$ cat config.mk
export PLATFORM = sky130hd
export DESIGN_NAME = memarb
export DESIGN_NICKNAME = d
export VERILOG_FILES = /design/src/rtl/memarb_pkg.sv /design/src/rtl/memarb_bus_wdog.sv /design/src/rtl/memarb.sv
export SDC_FILE = /design/constraint.sdc
export NUM_CORES = 1
export LEC_CHECK = 0
export ABC_AREA = 1
export BUFFER_PORTS_ARGS = -buffer_cell sky130_fd_sc_hd__clkbuf_2
export CAP_MARGIN = 0
export CORE_MARGIN = 10
export CORE_UTILIZATION = 38
export DETAILED_ROUTE_END_ITERATION = 12
export PLACE_DENSITY = 0.72
export SLEW_MARGIN = 20
export SYNTH_ARGS = -nofsm -noshare
export SYNTH_HDL_FRONTEND = slang
export SYNTH_HIERARCHICAL = 1
export SYNTH_SLANG_ARGS = --single-unit
$ cat constraint.sdc
create_clock -name clk -period 2.7 [get_ports clk]
set_clock_uncertainty 0.2 [all_clocks]
set_input_delay 0.135 -clock clk [delete_from_list [all_inputs] [get_ports clk]]
set_output_delay 0.135 -clock clk [all_outputs]
set_load 0.05 [all_outputs]
$ cat src/rtl/memarb_pkg.sv
// Shared types for the memory-bus arbiter: sequencer states, requester IDs,
// the latched bus command and the round-robin pick helper.
package memarb_pkg;

  localparam int ICBEATS_DEF = 4;

  typedef enum logic [2:0] {
    MASTIDLE = 3'd0,
    MASTCMD  = 3'd1,
    MASTRD   = 3'd2,
    MASTWR   = 3'd3,
    MASTDONE = 3'd4
  } mast_state_e;

  typedef enum logic {
    ARBIC = 1'b0,
    ARBDC = 1'b1
  } arb_id_e;

  typedef struct packed {
    logic        wr;
    logic [31:0] addr;
    logic [2:0]  len;
    logic [2:0]  sz;
  } bus_cmd_t;

  // Round robin: a lone request wins outright, a tie goes to the side
  // that did not own the bus last time.
  function automatic arb_id_e arb_pick(input logic icreq, input logic dcreq,
                                       input arb_id_e last);
    arb_id_e pick;
    if (icreq && dcreq) begin
      if (last == ARBIC) pick = ARBDC;
      else               pick = ARBIC;
    end else if (dcreq) begin
      pick = ARBDC;
    end else begin
      pick = ARBIC;
    end
    return pick;
  endfunction

endpackage

$ cat src/rtl/memarb_bus_wdog.sv
// Bus watchdog: counts idle cycles of an active transaction and flags
// expiry once the count reaches TIMEOUT. Clear has priority over count.
module memarb_bus_wdog #(
  parameter int TIMEOUT = 255,
  parameter int CW      = 8
) (
  input  logic clk,
  input  logic reset_n,
  input  logic clr,
  input  logic en,
  output logic expired
);

  localparam logic [CW-1:0] LIMIT = CW'(TIMEOUT);

  logic [CW-1:0] cnt_r;

  assign expired = (cnt_r >= LIMIT);

  // Idle-cycle counter; saturates at the limit so expiry stays asserted.
  always_ff @(posedge clk or negedge reset_n) begin
    if (!reset_n) begin
      cnt_r <= {CW{1'b0}};
    end else if (clr) begin
      cnt_r <= {CW{1'b0}};
    end else if (en && !expired) begin
      cnt_r <= cnt_r + CW'(1);
    end else begin
      cnt_r <= cnt_r;
    end
  end

endmodule

$ cat src/rtl/memarb.sv
// Memory-bus arbiter between the I-cache line-fill path and the D-side
// (fill, writeback, uncached access). Grants one side, then sequences the
// command phase, the beat-counted data phase and a one-cycle completion.
module memarb
  import memarb_pkg::*;
#(
  parameter int ICBEATS = ICBEATS_DEF,
  parameter int TIMEOUT = 255,
  parameter int CW      = 8
) (
  input  logic        clk,
  input  logic        reset_n,
  input  logic        icreq,
  input  logic [31:0] icaddr,
  output logic        icgnt,
  output logic        icrvalid,
  output logic        icdone,
  output logic        icerr,
  input  logic        dcreq,
  input  logic        dcwr,
  input  logic [31:0] dcaddr,
  input  logic [2:0]  dclen,
  input  logic [2:0]  dcsz,
  input  logic [63:0] dcwdata,
  output logic        dcgnt,
  output logic        dcwready,
  output logic        dcrvalid,
  output logic        dcdone,
  output logic        dcerr,
  output logic [63:0] rdata,
  output logic        memreq,
  output logic        memwr,
  output logic [31:0] memaddr,
  output logic [2:0]  memlen,
  output logic [2:0]  memsz,
  input  logic        memack,
  input  logic        memrvalid,
  input  logic [63:0] memrdata,
  input  logic        memwready,
  output logic [63:0] memwdata,
  input  logic        memerr
);

  mast_state_e state_r, state_s;
  arb_id_e     owner_r, last_r, pick_s;
  bus_cmd_t    cmd_r;
  logic        err_r;
  logic [2:0]  beat_r;
  logic        icrvalid_r, dcrvalid_r;
  logic [63:0] rdata_r;

  logic grant_s, ack_s, rbeat_s, wbeat_s, last_beat_s, timeout_s;
  logic expired_s, wd_clr_s, wd_en_s, active_s;

  // Qualified bus events: strobes only count in the state that expects them,
  // and an ack arriving after the command was withdrawn by timeout is ignored.
  assign pick_s      = arb_pick(icreq, dcreq, last_r);
  assign grant_s     = (state_r == MASTIDLE) && (icreq || dcreq);
  assign ack_s       = (state_r == MASTCMD) && !expired_s && memack;
  assign rbeat_s     = (state_r == MASTRD) && memrvalid;
  assign wbeat_s     = (state_r == MASTWR) && memwready;
  assign last_beat_s = (rbeat_s || wbeat_s) && (beat_r == cmd_r.len);
  assign active_s    = (state_r == MASTCMD) || (state_r == MASTRD) || (state_r == MASTWR);
  assign timeout_s   = active_s && expired_s && !ack_s && !rbeat_s && !wbeat_s;

  assign wd_clr_s = grant_s || ack_s || rbeat_s || wbeat_s;
  assign wd_en_s  = active_s;

  memarb_bus_wdog #(
    .TIMEOUT (TIMEOUT),
    .CW      (CW)
  ) u_wdog (
    .clk     (clk),
    .reset_n (reset_n),
    .clr     (wd_clr_s),
    .en      (wd_en_s),
    .expired (expired_s)
  );

  // Next-state logic for the transaction sequencer.
  always_comb begin
    state_s = state_r;
    case (state_r)
      MASTIDLE: begin
        if (grant_s) state_s = MASTCMD;
        else         state_s = MASTIDLE;
      end
      MASTCMD: begin
        if (timeout_s)  state_s = MASTDONE;
        else if (ack_s) state_s = cmd_r.wr ? MASTWR : MASTRD;
        else            state_s = MASTCMD;
      end
      MASTRD, MASTWR: begin
        if (last_beat_s || timeout_s) state_s = MASTDONE;
        else                          state_s = state_r;
      end
      MASTDONE: state_s = MASTIDLE;
      default:  state_s = MASTIDLE;
    endcase
  end

  // State, ownership and latched command; a new grant re-arms the error flag.
  always_ff @(posedge clk or negedge reset_n) begin
    if (!reset_n) begin
      state_r <= MASTIDLE;
      owner_r <= ARBIC;
      last_r  <= ARBIC;
      cmd_r   <= '0;
      err_r   <= 1'b0;
      beat_r  <= 3'd0;
    end else begin
      state_r <= state_s;
      if (grant_s) begin
        owner_r <= pick_s;
        last_r  <= pick_s;
        err_r   <= 1'b0;
        beat_r  <= 3'd0;
        if (pick_s == ARBIC) begin
          cmd_r.wr   <= 1'b0;
          cmd_r.addr <= icaddr;
          cmd_r.len  <= 3'(ICBEATS - 1);
          cmd_r.sz   <= 3'd7;
        end else begin
          cmd_r.wr   <= dcwr;
          cmd_r.addr <= dcaddr;
          cmd_r.len  <= dclen;
          cmd_r.sz   <= dcsz;
        end
      end else begin
        if (((ack_s || rbeat_s || wbeat_s) && memerr) || timeout_s) err_r <= 1'b1;
        else                                                        err_r <= err_r;
        if (rbeat_s || wbeat_s) beat_r <= beat_r + 3'd1;
        else                    beat_r <= beat_r;
      end
    end
  end

  // Read beats are re-timed by one cycle and steered to the owning side.
  always_ff @(posedge clk or negedge reset_n) begin
    if (!reset_n) begin
      icrvalid_r <= 1'b0;
      dcrvalid_r <= 1'b0;
      rdata_r    <= 64'd0;
    end else begin
      icrvalid_r <= rbeat_s && (owner_r == ARBIC);
      dcrvalid_r <= rbeat_s && (owner_r == ARBDC);
      if (rbeat_s) rdata_r <= memrdata;
      else         rdata_r <= rdata_r;
    end
  end

  assign icgnt    = (state_r != MASTIDLE) && (owner_r == ARBIC);
  assign dcgnt    = (state_r != MASTIDLE) && (owner_r == ARBDC);
  assign icdone   = (state_r == MASTDONE) && (owner_r == ARBIC);
  assign dcdone   = (state_r == MASTDONE) && (owner_r == ARBDC);
  assign icerr    = icdone && err_r;
  assign dcerr    = dcdone && err_r;
  assign icrvalid = icrvalid_r;
  assign dcrvalid = dcrvalid_r;
  assign rdata    = rdata_r;

  assign memreq   = (state_r == MASTCMD) && !expired_s;
  assign memwr    = memreq && cmd_r.wr;
  assign memaddr  = memreq ? cmd_r.addr : 32'd0;
  assign memlen   = memreq ? cmd_r.len  : 3'd0;
  assign memsz    = memreq ? cmd_r.sz   : 3'd0;
  assign dcwready = wbeat_s;
  assign memwdata = (state_r == MASTWR) ? dcwdata : 64'd0;

endmodule

==> metrics.md <==
| Metric | Value |
|---|---|
| Die Width | `149 µm` |
| RR Endpoint | `cmd_r[23]` |
| Clock Sink Count | `121` |
| Multi-input logic area | `between 2000 and 3000 µm²` |
| Drt pass-1 iters | `5` |
| R2R setup slack | `0.21 ns` |
| First-pass GRT wire length | `around 43000 µm` |
| Crit path kind | `reg2out` |
| Yosys warnings | `6` |
| Ys async rst share | `100%` |
| P_leak | `between 6 and 7 nW` |
| Ranking of synthesized cells by area | `dfrtp_1 48%, nand2_1 16%, nor2_1 9.5%` |
| Setup crit end kind | `output port` |
| Setup violators final | `0` |
| Highest Clock Rate | `385 MHz` |
| Post-DP Area | `8420 µm²` |
| Routed WL | `~29000 µm` |
| 1st-iter DRT viols | `432` |
| EDFF count, synth | `0` |
| Distinct cell type count after synthesis | `32` |
| Top cell type by total area after synthesis | `dfrtp_1` |
| Register Area | `~3000 µm²` |
| Fin crit period | `2.59 ns` |
| Synth Cell Area | `about 6300 µm²` |
| Seq/Total Area, Yosys | `47.8%` |
| Post-Syn Instances | `roughly 840` |
| CTS tree | `done` |
| Hold Fails Final Rpt | `0` |
| Ys flop type | `dfrtp_1` |
| Core area | `16500 µm²` |
| Clock Pin Slew Worst Setup and Hold Paths | `about 0.060 ns` |
| Routed length per instance | `roughly 18 µm` |
| Post-route DRC violation count | `0` |
| Critical path launch point type | `flip-flop` |
| Initial cell density of the core | `38.5%` |
| DR vias | `~7600` |
| Root Driver | `clkbuf_16` |
| Area Growth Syn to Fin | `66.9%` |
| Antenna-violating nets left | `0` |
| Die H | `between 100 and 150 µm` |
| Pwr/cell area | `approximately 1300 nW/µm²` |
| Port buffer count | `about 380` |
| Gr ovfl total | `0` |
| #FFs+latches synth | `about 120` |
| FF-to-FF Start | `state_r[0]` |
| Worst endpoint data arrival time | `between 2 and 2.5 ns` |
| Placed wire-length estimate | `19900 µm` |
| Status | `finished, final reports clean` |
| Post-layout nets | `approximately 1600` |
| Clk_lat worst skew | `a little over 0.4 ns` |
| Most frequent cell after synthesis | `nand2_1` |
| Maxcap violations | `0` |
| Worst VDD drop | `between 0.8 and 0.9 mV` |
| CTS buffer count | `17` |
| Design Area, Final | `10600 µm²` |
| Mapped Avg Cell Area | `7.52 µm²` |
| Required @ worst endpoint | `2.37 ns` |
| Largest net degree at the start of global routing | `68` |
| Syn nets | `about 1100` |
| Fill cells | `between 1000 and 1500` |
| Worst-path maximum fanout | `40` |
| CTS max path bufs | `2` |
| Fin util | `64.3%` |
| Worst Setup SP | `u_wdog/cnt_r[0]` |
| H-tree depth | `4` |
| Post-CTS Setup Bufs | `0` |
| Min-delay worst type | `in2async` |
| Gr usage total | `around a quarter` |
| Most frequent cells after synthesis | `267 x nand2_1, 161 x nor2_1, 121 x dfrtp_1, 121 x inv_1, 50 x o21ai_2` |
| Max-slew headroom | `54.6%` |
| I/O pins | `384` |
| Vias in the first global route | `between 7000 and 8000` |
| Synth top area share | `47.8%` |
| Tcrit/Tclk final | `96.1%` |
| Count of pins over their slew limit | `0` |
| Layout cell share with drive strength beyond 1 | `between 30% and 40%` |
| FP Rows | `47` |
| Initial antenna violation count | `6` |
| Actual slew at the worst max-slew pin | `0.681 ns` |
| Worst r2r path cells | `8` |
| GP Congestion | `0.887` |
| CP endpoint | `memaddr[30]` |
| Die Area | `around 22000 µm²` |
| Vias per Instance | `4.71` |
area by class of cell:
class	instances	share of cell area, %
timing repair buffer	544	33.9
sequential	121	28.6
tap	220	2.60
inverter	128	4.67
antenna	6	0.142
clock buffer	18	4.15
clock inverter	14	1.86
multi-input combinational	556	24.0
through the flow:
step           cells  TNS [ns]  total power, W  hold WS, ns  setup slack [ns]
2_1_floorplan    843         0         0.00881       -0.361             0.458
4_1_cts         1601         0          0.0138    0.0000889            0.0525
3_5_place_dp    1421         0          0.0107      -0.0758             0.456
3_3_place_gp    1421         0          0.0106      -0.0738             0.512
6_report        1607         0          0.0139       0.0161             0.105
5_1_grt         1607    -0.118          0.0146       0.0271           -0.0166
flip-flops by register name (all words and copies together) (netlist names):
| register | flops |
|---|---|
| rdata | 64 |
| state_r | 3 |
| err_r | 1 |
| icrvalid | 1 |
| cmd_r | 39 |
| u_wdog/cnt_r | 8 |
| dcrvalid | 1 |
| last_r | 1 |
| beat_r | 3 |
layer usage:
| layer | global-route usage (%) | part of all wire (%) |
|---|---|---|
| met1 | 24.8 | 34 |
| met2 | 44.0 | 52 |
| met3 | 8.53 | 8.9 |
| met4 | 15.3 | 4.5 |
| met5 | 0 | 0 |
cells by family after synthesis:
logic type                 Yosys count  share of synthesized area, %
xor gates and xnor gates             1                         0.138
buffers and inverters              166                          12.4
AOI/OAI and AO/OA                   89                          10.2
DFF                                121                          47.8
and+or+nand+nor                    464                          29.1
adders and majority gates            2                         0.395
critical path, stage by stage (launching register included):
cell and delay, ns:
dfrtp_1 0.40, ha_1 0.24, nand2_2 0.12, nor2_4 0.05, nand2_4 0.08, inv_1 0.06, inv_1 0.12, nand3_2 0.10
buf_8 0.20, nor2_1 0.15, clkbuf_2 0.30
how the worst min path moves through the flow:
stage          startpoint         to  depth (start not counted)
3_3_place_gp      reset_n  rdata[52]                          1
4_1_cts         memrvalid   rdata[9]                          5
2_1_floorplan     reset_n  beat_r[0]                          0
5_1_grt         memrvalid  rdata[10]                          5
6_report          reset_n  cmd_r[30]                          2
3_5_place_dp      reset_n  rdata[45]                          1
cells in the final DEF, fill, tap and decap left out, drive strengths merged:
cell type,synthesis,routed
o21bai,1,1
dfrtp,121,121
a31oi,1,1
xnor2,1,1
dlygate4sd3,0,148
clkbuf,5,387
nand4,4,4
nand2,274,274
nor2,165,165
nand3,17,17
ha,2,2
nor3,4,4
buf,33,27
bufinv,0,4
clkinvlp,0,3
o21ai,73,73
a21oi,14,14
clkinv,2,8
diode,0,6
inv,126,127
power by group:
| part | switching, W | internal (W) | total (W) | leakage [nW] |
|---|---|---|---|---|
| clock network | 0.000890 | 0.00157 | 0.00246 | 0.303 |
| logic | 0.00609 | 0.00222 | 0.00831 | 4.34 |
| registers | 0.000524 | 0.00264 | 0.00316 | 1.51 |
| total | 0.00750 | 0.00643 | 0.0139 | 6.15 |
timing repair:
action / in CTS / in global routing
gates resized for setup: 1 / 25
endpoints found under the setup margin: 8 / 66
endpoints found under the hold margin: 228 / 0
hold buffers: 148 / 0
Note: power is estimated with default switching activity, not from simulation.
